$ cat src/rtl/serial_adder.sv
// serial_adder: bit-serial adder built around one full-adder cell and a carry flop.
// Operands are latched on an accepted start and added LSB first, one bit per clock.
// The finished sum and carry-out are published together with a one-cycle done pulse.
//
// Handshake: start is a request that is accepted on a rising edge whenever busy=0
// (IDLE or DONE state); a and b are sampled only on that accepting edge. There is
// no backpressure. done is a one-cycle valid strobe that marks the edge at which
// sum/carry were updated. sum/carry then hold until the next completion or reset.
module serial_adder #(
  parameter int WIDTH = 8
) (
  input  logic             clk,
  input  logic             rst,
  input  logic             start,
  input  logic [WIDTH-1:0] a,
  input  logic [WIDTH-1:0] b,
  output logic             busy,
  output logic             done,
  output logic [WIDTH-1:0] sum,
  output logic             carry,
  output logic [1:0]       dbg_state
);

  // Counter holds 0..WIDTH-1 during a run; one spare bit keeps WIDTH=1 legal.
  localparam int CW = $clog2(WIDTH) + 1;

  typedef enum logic [1:0] {
    ST_IDLE = 2'd0,
    ST_RUN  = 2'd1,
    ST_DONE = 2'd2
  } state_t;

  state_t           state;
  state_t           state_n;

  logic             load;
  logic             step;
  logic             finish;
  logic             last_bit;

  logic [WIDTH-1:0] op_a;
  logic [WIDTH-1:0] op_b;
  logic [WIDTH-1:0] res;
  logic [WIDTH-1:0] res_n;
  logic [CW-1:0]    cnt;
  logic             c;
  logic             s_bit;
  logic             c_n;

  // Counter reaches WIDTH-1 on entry to the final RUN cycle.
  assign last_bit = (cnt == CW'(WIDTH - 1));

  // State register; reset overrides everything including start.
  always_ff @(posedge clk) begin
    if (rst) begin
      state <= ST_IDLE;
    end else begin
      state <= state_n;
    end
  end

  // Next-state and control strobes for the IDLE/RUN/DONE sequence.
  always_comb begin
    state_n = state;
    load    = 1'b0;
    step    = 1'b0;
    finish  = 1'b0;
    case (state)
      ST_IDLE: begin
        if (start) begin
          load    = 1'b1;
          state_n = ST_RUN;
        end
      end
      ST_RUN: begin
        // start is deliberately ignored here; operands in flight are untouched.
        step = 1'b1;
        if (last_bit) begin
          finish  = 1'b1;
          state_n = ST_DONE;
        end
      end
      ST_DONE: begin
        // A start in the DONE cycle is accepted so back-to-back runs lose no cycle.
        if (start) begin
          load    = 1'b1;
          state_n = ST_RUN;
        end else begin
          state_n = ST_IDLE;
        end
      end
      default: begin
        state_n = ST_IDLE;
      end
    endcase
  end

  // Single full-adder cell and the partial result with the new bit entering at the MSB.
  always_comb begin
    s_bit            = op_a[0] ^ op_b[0] ^ c;
    c_n              = (op_a[0] & op_b[0]) | (c & (op_a[0] ^ op_b[0]));
    res_n            = res >> 1;
    res_n[WIDTH-1]   = s_bit;
  end

  // Operand shift registers, carry flop, counter and the partial result.
  always_ff @(posedge clk) begin
    if (rst) begin
      op_a <= '0;
      op_b <= '0;
      res  <= '0;
      cnt  <= '0;
      c    <= 1'b0;
    end else if (load) begin
      op_a <= a;
      op_b <= b;
      res  <= '0;
      cnt  <= '0;
      c    <= 1'b0;
    end else if (step) begin
      op_a <= op_a >> 1;
      op_b <= op_b >> 1;
      res  <= res_n;
      cnt  <= cnt + CW'(1);
      c    <= c_n;
    end
  end

  // Published result changes only at completion, so partial bits never leak out.
  always_ff @(posedge clk) begin
    if (rst) begin
      sum   <= '0;
      carry <= 1'b0;
    end else if (finish) begin
      sum   <= res_n;
      carry <= c_n;
    end
  end

  assign busy      = (state == ST_RUN);
  assign done      = (state == ST_DONE);
  assign dbg_state = state;

endmodule

$ cat config.mk
export PLATFORM = sky130hd
export DESIGN_NAME = serial_adder
export DESIGN_NICKNAME = d
export VERILOG_FILES = /design/src/rtl/serial_adder.sv
export SDC_FILE = /design/constraint.sdc
export NUM_CORES = 1
export LEC_CHECK = 0
export CAP_MARGIN = 40
export CORE_ASPECT_RATIO = 1.5
export CORE_MARGIN = 2
export CORE_UTILIZATION = 45
export CTS_CLUSTER_DIAMETER = 80
export CTS_CLUSTER_SIZE = 8
export DETAILED_ROUTE_END_ITERATION = 12
export MAX_ROUTING_LAYER = met4
export PLACE_DENSITY = 0.72
export SETUP_SLACK_MARGIN = 0.05
export SLEW_MARGIN = 25
export SYNTH_ARGS = -nofsm -noshare
export SYNTH_HDL_FRONTEND = slang
export SYNTH_SLANG_ARGS = --single-unit
$ cat constraint.sdc
create_clock -name clk -period 3.2 [get_ports clk]
set_input_delay 0.32 -clock clk [delete_from_list [all_inputs] [get_ports clk]]
set_output_delay 0.32 -clock clk [all_outputs]
set_load 0.005 [all_outputs]
Word level (Yosys, flattened, before mapping):

Cells that the tools add are included.

* input bits: 19
* register bits: 40
* output and inout bits: 13

* mux-type cells: 13
* equal/unequal tests: 5
* bitwise gates (word level): 5
* reductions and logical operators: 5
* add/subtract/negate cells: 1

Operator list (number)
* $mux 8: 4
* $mux 1: 6
* $pmux 2 s3: 1
* $add 4x1->4 const B: 1
* $eq 4x3->1 const B: 1
* $mux 2: 2
* $reduce_or 2->1: 2
* $and 1x1->1: 2
* $eq 2x1->1 const B: 1
* $eq 2x2->1 const B: 1
* $logic_not 2->1: 1
* $ne 2x1->1 const B: 1
* $ne 2x2->1 const B: 1
* $reduce_and 2->1: 1
* $reduce_bool 2->1: 1
* $xor 1x1->1: 2
* $or 1x1->1: 1

Longest topological paths before layout:

Gate-level depths: netlist (run 1).

* word-level depth: 4
* gate-level depth with buffers: 5

Worst setup path after synthesis (run 1):

Ideal clock, no wire load.

* path kind: reg2reg
* start point: register state[1] (netlist: dbg_state[1])
* end point: register op_a[1]
* period minus slack after synthesis: 1202 ps
* data required time: 3068 ps
* buffers on the path: 1
* data arrival time: 1071 ps
* cell stages (with the launch flop): 6
* path slack: 1998 ps
* setup time: 132 ps
* cell sequence: dfxtp_1 -> nand2b_1 -> clkinv_1 -> buf_2 -> nor3_1 -> nor3_1

* cells in the longest elaborated chain, start to end: 4

Ends and longest elaborated chain
* start, declared: RTL line 33 `state_t state;`
* start signal, assigned: RTL line 58 `state <= state_n;`
* $eq 2x2->1 or $logic_not 2->1 (tied branches): RTL line 68 `case (state)`
* $reduce_or 2->1 (no source line)
* $mux 1
* $mux 8 or $reduce_bool 2->1 (tied branches)
* end signal, assigned: RTL line 121 `op_a <= op_a >> 1;`
* end, declared: RTL line 41 `logic [WIDTH-1:0] op_a;`

Several ways; a longest one is shown, not always the timed one.
A chain may end at the register's enable or synchronous reset.

Worst setup path after layout (run 1):

* start point: register state[1] (netlist: dbg_state[1])
* end point: output port busy

* cells in the longest elaborated chain, start to end: 1

Ends and longest elaborated chain
* $eq 2x1->1: RTL line 140 `assign busy = (state == ST_RUN);`
* end, declared: RTL line 17 `output logic busy,`

No other way between the ends.

==> results of run 1 <==
## per-layer routing
layer | track usage [%] | vias up | wire length [um]
met5 | - | - | 0
li1 | - | 671 | -
met1 | 19.43 | 607 | 1326
met2 | 32.35 | 37 | 1647
met3 | 4.314 | 6 | 165
met4 | 8.187 | 0 | 57
## worst paths after layout
path / endpoint / cells after the start
worst min register to register: sum[0] / 2
worst max-delay path: busy / 4
worst min-delay path: sum[0] / 2
worst max register to register: op_a[5] / 6
## power groups by stage
| stage | Sequential [mW] | Clock [mW] | Combinational (mW) |
|---|---|---|---|
| after global placement | 0.530 | 0 | 0.111 |
| final | 0.521 | 0.318 | 0.115 |
| after global routing | 0.524 | 0.347 | 0.128 |
| after floorplan | 0.528 | 0 | 0.0780 |
| after CTS | 0.521 | 0.329 | 0.116 |
| after detailed placement | 0.532 | 0 | 0.116 |
## through the flow
step / setup slack [ns] / total power, mW / utilization (%) / hold WS, ns / std cells
after CTS: 0.8429 / 0.9663 / 58.14 / 0.4676 / 250
after floorplan: 1.998 / 0.6060 / - / 0.4352 / 179
after global placement: 1.205 / 0.6414 / 55.64 / 0.4411 / 242
final: 0.8532 / 0.9537 / 58.14 / 0.4607 / 250
after detailed placement: 1.097 / 0.6478 / 55.64 / 0.4514 / 242
after global routing: 0.6899 / 0.9986 / 58.14 / 0.4779 / 250
## state kept, by name, indices dropped and copies added, names as in the netlist
name	cells
c	1
sum	8
op_b	8
carry	1
dbg_state	2
op_a	8
cnt	4
res	7
## logic make-up after synthesis
| kind of cell | after synthesis |
|---|---|
| flip-flops | 39 |
| buffers and inverters | 16 |
| adder cells (fa/ha/maj) | 2 |
| XOR/XNOR | 2 |
| AND/OR/NAND/NOR | 79 |
| multiplexers | 10 |
| AO/OA/AOI/OAI | 31 |
## layout make-up
type | count | area, um2
fillers | 310 | 1403
flip-flops and latches | 39 | 780.7
multi-input cells | 124 | 683.2
repair buffers | 35 | 340.3
clock buffers | 5 | 68.82
well taps | 42 | 52.55
clock inverters | 3 | 15.01
inverters | 2 | 7.507
## placed cells by master (no fill, tap or decap), types with 2 or more instances in the layout
master and count:
sky130_fd_sc_hd__a21oi_1 14, sky130_fd_sc_hd__a22oi_1 2, sky130_fd_sc_hd__a31oi_1 2, sky130_fd_sc_hd__buf_4 4, sky130_fd_sc_hd__clkbuf_8 5, sky130_fd_sc_hd__clkdlybuf4s50_1 31, sky130_fd_sc_hd__clkinv_2 3, sky130_fd_sc_hd__dfxtp_1 39
sky130_fd_sc_hd__mux2i_1 10, sky130_fd_sc_hd__nand2_1 42, sky130_fd_sc_hd__nand2b_1 2, sky130_fd_sc_hd__nand3_1 4, sky130_fd_sc_hd__nand3b_1 2, sky130_fd_sc_hd__nor2_1 3, sky130_fd_sc_hd__nor3_1 22, sky130_fd_sc_hd__o21ai_0 3
sky130_fd_sc_hd__o22ai_1 10
## worst register-to-register path, delay by kind of cell, from the launching register on
family                 cells  cell delay, ns
AOI/OAI and AO/OA          2            0.34
buffers and inverters      3            1.03
DFF                        1            0.35
and+or+nand+nor            1            0.11
==> metrics.log, run 1 <==
[metrics] outcome: completed
[metrics] clock tree from TritonCTS: done
[metrics] dominant register cell in the synthesized netlist: sky130_fd_sc_hd__dfxtp_1
[metrics] nature of the critical path endpoint: output port
[metrics] most numerous cell in the Yosys netlist: sky130_fd_sc_hd__nand2_1
[metrics] switching power as a share of total power: 25.49%
[metrics] # setup viols final: 0
[metrics] cell area after synthesis: 0.001548 mm2
[metrics] top-area cell type share of the netlist area: 50.44%
[metrics] number of I/O pins: 32
[metrics] Core Area: 0.003351 mm2
[metrics] first-pass GRT wire length: 5237 um
[metrics] routability cong.: 0.7567
[metrics] min-delay worst type: reg -> reg
[metrics] post-route cell area: 0.001948 mm2
[metrics] aggregate negative setup slack: 0 ns
[metrics] DR iter-0 viols: 27
[metrics] sequential group share of total power: 54.6%
[metrics] starting density of the core: 46.19%
[metrics] number of antenna violations at the first check in global routing: 0
[metrics] syn nets: 200
[metrics] proportion of synthesized flip-flops having asynchronous set or reset: 0%
[metrics] number of CTS-inserted buffers: 5
[metrics] fraction of layout cells with a size suffix above 1: 6.250%
[metrics] # resized after CTS: 0
[metrics] family with the most delay on the worst path: buffers and inverters
[metrics] die area: 0.003934 mm2
[metrics] total internal power: 0.7106 mW
[metrics] input/output buffers: 31
[metrics] clock power share: 33.4%
[metrics] Final Routed Wirelength: 3197 um
[metrics] unrepaired setup endpoints after global routing: no
[metrics] clock root buffer master: sky130_fd_sc_hd__clkbuf_8
[metrics] post-DP HPWL: 2318 um
[metrics] final slew viol count: 0
[metrics] Clock Tree Buf Depth: 2
[metrics] number of enable-type register cells in the synthesized netlist: 0
[metrics] maximum number of pins on one net before global-route repair: 30
[metrics] Required @ worst endpoint: 2.88 ns
[metrics] Worst Max-Slew Pin Slew: 0.6674 ns
[metrics] beginning of the worst hold path: sum[0]
[metrics] number of H-tree levels: 2
[metrics] final worst path period need: 2.347 ns
[metrics] cells traversed along the worst timing path: nand2b_1, buf_4, clkinv_1, clkdlybuf4s50_1
[metrics] vias per cell: 5.284
[metrics] combinational share of power: 12.0%
[metrics] clock skew: 0.006564 ns
[metrics] arrival time at the worst endpoint: 2.03 ns
[metrics] number of placement rows: 26
[metrics] Synth Area in Compound Gates: 11.32%
[metrics] number of antenna repair diodes: 0
[metrics] number of global-route vias before repair: 1190
[metrics] total overflow reported by the global router: 0
[metrics] number of max-cap violations: 0
[metrics] worst-case register-to-register setup slack: 1.25 ns
[metrics] die span in y: 75.83 um
[metrics] dominant cell type by area after synthesis: sky130_fd_sc_hd__dfxtp_1
[metrics] post-synthesis to final-layout area growth: 25.87%
[metrics] drt drc: 0
[metrics] biggest cell delay along the critical path: 0.57 ns
[metrics] simple-gate portion of the synthesized area: 23.12%
[metrics] critical register-to-register path startpoint: dbg_state[1]
[metrics] fraction of the yosys area taken by sequential cells: 50.44%
[metrics] static power due to leakage: 0.6660 nW
[metrics] Slowest-stage cell, CP: sky130_fd_sc_hd__clkdlybuf4s50_1
[metrics] net count of the finished layout: 228
[metrics] number of nets with antenna violations after routing: 0
[metrics] via count: 1321
[metrics] type of the worst setup path: reg -> out
[metrics] Pwr per Cell Area: 489.5 mW/mm2
[metrics] Avg WL per Cell: 12.79 um
[metrics] Fmax: 426.1 MHz
[metrics] Syn Inst Count: 179
[metrics] Hold-fix buffers, CTS: 0
[metrics] clock latency on the worst-skew pair: 0.29 ns
[metrics] Critical Path Start Type: flop
[metrics] FF+latch count, synth: 39
[metrics] xor/xnor cell area share of the yosys netlist: 1.132%
[metrics] clock-pin slew on the worst setup and hold paths: 0.07 ns
[metrics] number of buffers inserted to repair setup after CTS: 0
[metrics] Psw: 0.2431 mW
[metrics] final hold vios: 0
[metrics] first-pass iteration count of the detailed router: 4
[metrics] Synth Warn #: 0
[metrics] top cell types by occurrence after synthesis: sky130_fd_sc_hd__nand2_1 (42), sky130_fd_sc_hd__dfxtp_1 (39), sky130_fd_sc_hd__nor3_1 (22)
[metrics] share of the cycle needed by the critical path after routing: 73.34%
[metrics] die span in x: 51.89 um
[metrics] cell types with the largest area share after synthesis: sky130_fd_sc_hd__dfxtp_1 (50%), sky130_fd_sc_hd__nand2_1 (10%), sky130_fd_sc_hd__nor3_1 (7.1%), sky130_fd_sc_hd__mux2i_1 (6.5%), sky130_fd_sc_hd__a21oi_1 (4.5%)
[metrics] post-synth cell types: 28
[metrics] per-instance average area after synthesis: 8.647 um2
[metrics] maximum ir drop on the vdd rail: 0.3059 mV
[metrics] Placement Cell Area: 0.001864 mm2
[metrics] fraction of synthesized area in multiplexers: 6.467%
[metrics] global-route usage over all layers: 18.43%
[metrics] critical path buffer and inverter count: 3
[metrics] share of synthesized cell area in full adder, half adder and majority cells: 2.102%
[metrics] TritonCTS sink count: 39
[metrics] worst rel slew slack: 55.51%
[metrics] highest net fanout along the worst path: 29
[metrics] combinational family with the most area after synthesis: simple AND/OR/NAND/NOR gates
[metrics] CP startpoint: dbg_state[1]
Note: power is estimated with default switching activity, not from simulation.
==> run 2: changes to the inputs <==
--- a/config.mk
+++ b/config.mk
@@ -13,7 +13,7 @@
 export CTS_CLUSTER_SIZE = 8
 export DETAILED_ROUTE_END_ITERATION = 12
 export MAX_ROUTING_LAYER = met4
-export PLACE_DENSITY = 0.72
+export PLACE_DENSITY = 0.74
 export SETUP_SLACK_MARGIN = 0.05
 export SLEW_MARGIN = 25
 export SYNTH_ARGS = -nofsm -noshare
==> constraint.sdc (replaced) <==
create_clock -name clk -period 2 [get_ports clk]
set_input_delay 0.2 -clock clk [delete_from_list [all_inputs] [get_ports clk]]
set_output_delay 0.2 -clock clk [all_outputs]
set_load 0.005 [all_outputs]
==> run 2 against run 1 <==
Design area up 2.2%. Sequential share of layout area shrank 0.88 points. Sequential cell count stayed put. Global-route usage down 0.24 points. Clock skew fell by 0.0018 ns. Worst setup slack worse by 0.56 ns. Count of clock-buffer cells in the layout did not move. Via count decreased by 0.83%. Worst hold slack worse by 0.0022 ns. Largest power group unchanged.
==> metrics.log, run 2 (same netlist as run 1, synthesis figures left out) <==
[metrics] Core Area: 0.003351 mm2
[metrics] Slowest-stage cell, CP: sky130_fd_sc_hd__clkdlybuf4s50_1
[metrics] met2 routed wirelength: 1769 um
[metrics] share of the cycle needed by the critical path after routing: 85.37%
[metrics] maximum number of pins on one net before global-route repair: 29
[metrics] input/output buffers: 31
[metrics] # resized after CTS: 0
[metrics] clock-pin slew on the worst setup and hold paths: 0.08 ns
[metrics] first-pass GRT wire length: 5161 um
[metrics] post-DP HPWL: 2308 um
[metrics] unrepaired setup endpoints after global routing: no
[metrics] commonest non-fill, non-tap cells in the layout: sky130_fd_sc_hd__nand2_1 (42), sky130_fd_sc_hd__dfxtp_1 (39), sky130_fd_sc_hd__clkdlybuf4s50_1 (31), sky130_fd_sc_hd__nor3_1 (22), sky130_fd_sc_hd__a21oi_1 (14)
[metrics] number of I/O pins: 32
[metrics] type of the worst setup path: reg -> out
[metrics] most common cell after layout, fill and taps aside: sky130_fd_sc_hd__nand2_1
[metrics] number of max-cap violations: 0
[metrics] clock skew: 0.004748 ns
[metrics] via count: 1310
[metrics] total length of routed met3 wires: 99 um
[metrics] number of nets with antenna violations after routing: 0
[metrics] die span in x: 51.89 um
[metrics] nature of the critical path endpoint: output port
[metrics] Final Routed Wirelength: 3172 um
[metrics] # setup viols final: 0
[metrics] Fmax: 585.7 MHz
[metrics] Avg WL per Cell: 12.59 um
[metrics] static power due to leakage: 0.6858 nW
[metrics] Pwr per Cell Area: 837.2 mW/mm2
[metrics] clock latency on the worst-skew pair: 0.28 ns
[metrics] drt drc: 0
[metrics] number of CTS-inserted buffers: 5
[metrics] number of antenna repair diodes: 0
[metrics] registers with the most flip-flops: op_a: 8 flops, op_b: 8 flops, sum: 8 flops
[metrics] Required @ worst endpoint: 1.80 ns
[metrics] worst rel slew slack: 75.21%
[metrics] highest net fanout along the worst path: 9
[metrics] highest metal layer with signal wires: met4
[metrics] final slew viol count: 0
[metrics] die area: 0.003934 mm2
[metrics] cells traversed along the worst timing path: nand2b_1, clkinv_1, clkdlybuf4s50_1
[metrics] starting density of the core: 46.19%
[metrics] fraction of layout cells with a size suffix above 1: 7.143%
[metrics] outcome: completed
[metrics] family with the most delay on the worst path: buffers and inverters
[metrics] final hold vios: 0
[metrics] utilization after layout: 59.45%
[metrics] routability cong.: 0.7281
[metrics] vias per cell: 5.198
[metrics] maximum ir drop on the vdd rail: 0.6968 mV
[metrics] total design power: 1.668 mW
[metrics] TritonCTS sink count: 39
[metrics] Met1 Routed Length: 1275 um
[metrics] Clock Tree Buf Depth: 2
[metrics] fill cell instance count of the final layout: 291
[metrics] clock root buffer master: sky130_fd_sc_hd__clkbuf_8
[metrics] die span in y: 75.83 um
[metrics] Worst Max-Slew Pin Slew: 0.3709 ns
[metrics] number of global-route vias before repair: 1217
[metrics] first-pass iteration count of the detailed router: 4
[metrics] Hold-fix buffers, CTS: 0
[metrics] critical path buffer and inverter count: 2
[metrics] number of H-tree levels: 2
[metrics] total overflow reported by the global router: 0
[metrics] arrival time at the worst endpoint: 1.51 ns
[metrics] biggest cell delay along the critical path: 0.51 ns
[metrics] number of antenna violations at the first check in global routing: 0
[metrics] number of buffers inserted to repair setup after CTS: 0
[metrics] aggregate negative setup slack: 0 ns
[metrics] DR iter-0 viols: 37
[metrics] clock tree from TritonCTS: done
[metrics] min-delay worst type: reg -> reg
[metrics] net count of the finished layout: 230
[metrics] global-route usage over all layers: 18.20%
[metrics] number of placement rows: 26
[metrics] Critical Path Start Type: flop
[metrics] post-synthesis to final-layout area growth: 28.70%
[metrics] final worst path period need: 1.707 ns
==> run 2: final timing paths <==
kind	from	end	slack (ns)	cells past startpoint
worst max register to register	dbg_state[1]	op_a[0]	0.56	5
worst max-delay path	dbg_state[1]	busy	0.29	3
worst min-delay path	sum[4]	sum[4]	0.46	2
worst min register to register	sum[4]	sum[4]	0.46	2
==> run 2: report_power, final <==
part	total, mW	leakage [nW]	switching [mW]	internal, mW
Sequential	0.832	0.318	0.0212	0.811
Combinational	0.188	0.310	0.0973	0.0906
Clock	0.648	0.0581	0.276	0.371
==> run 2: worst register-to-register path, cell delays in order (launching register included) <==
cell and delay [ns]:
sky130_fd_sc_hd__dfxtp_1 0.36, sky130_fd_sc_hd__nand2b_1 0.14, sky130_fd_sc_hd__clkinv_1 0.21, sky130_fd_sc_hd__buf_4 0.29
sky130_fd_sc_hd__a22oi_1 0.23, sky130_fd_sc_hd__a21oi_1 0.10
==> run 2: stage by stage <==
stage                     cell area, um2  cells  worst slack [ns]  hold slack (ns)
after floorplan                     1548    179            0.7976           0.3360
after global placement              1879    244            0.5540           0.4412
after detailed placement            1879    244            0.5077           0.4477
after CTS                           1992    252            0.2569           0.4605
after global routing                1992    252            0.1651           0.4869
final                               1992    252            0.2927           0.4584
==> run 2: cell type report <==
type	count	area, um2	share of cell area [%]
clock buffer	5	68.82	3.455
sequential	39	780.7	39.20
tap	42	52.55	2.638
timing repair buffer	37	355.3	17.84
clock inverter	3	43.79	2.198
inverter	2	7.507	0.3769
multi-input combinational	124	683.2	34.30
==> run 2: metal layers <==
metal / vias to the layer above / GRT usage [%]
met5: - / -
met1: 613 / 18.50
met3: 2 / 4.706
li1: 671 / -
met4: 0 / 6.140
met2: 24 / 33.33
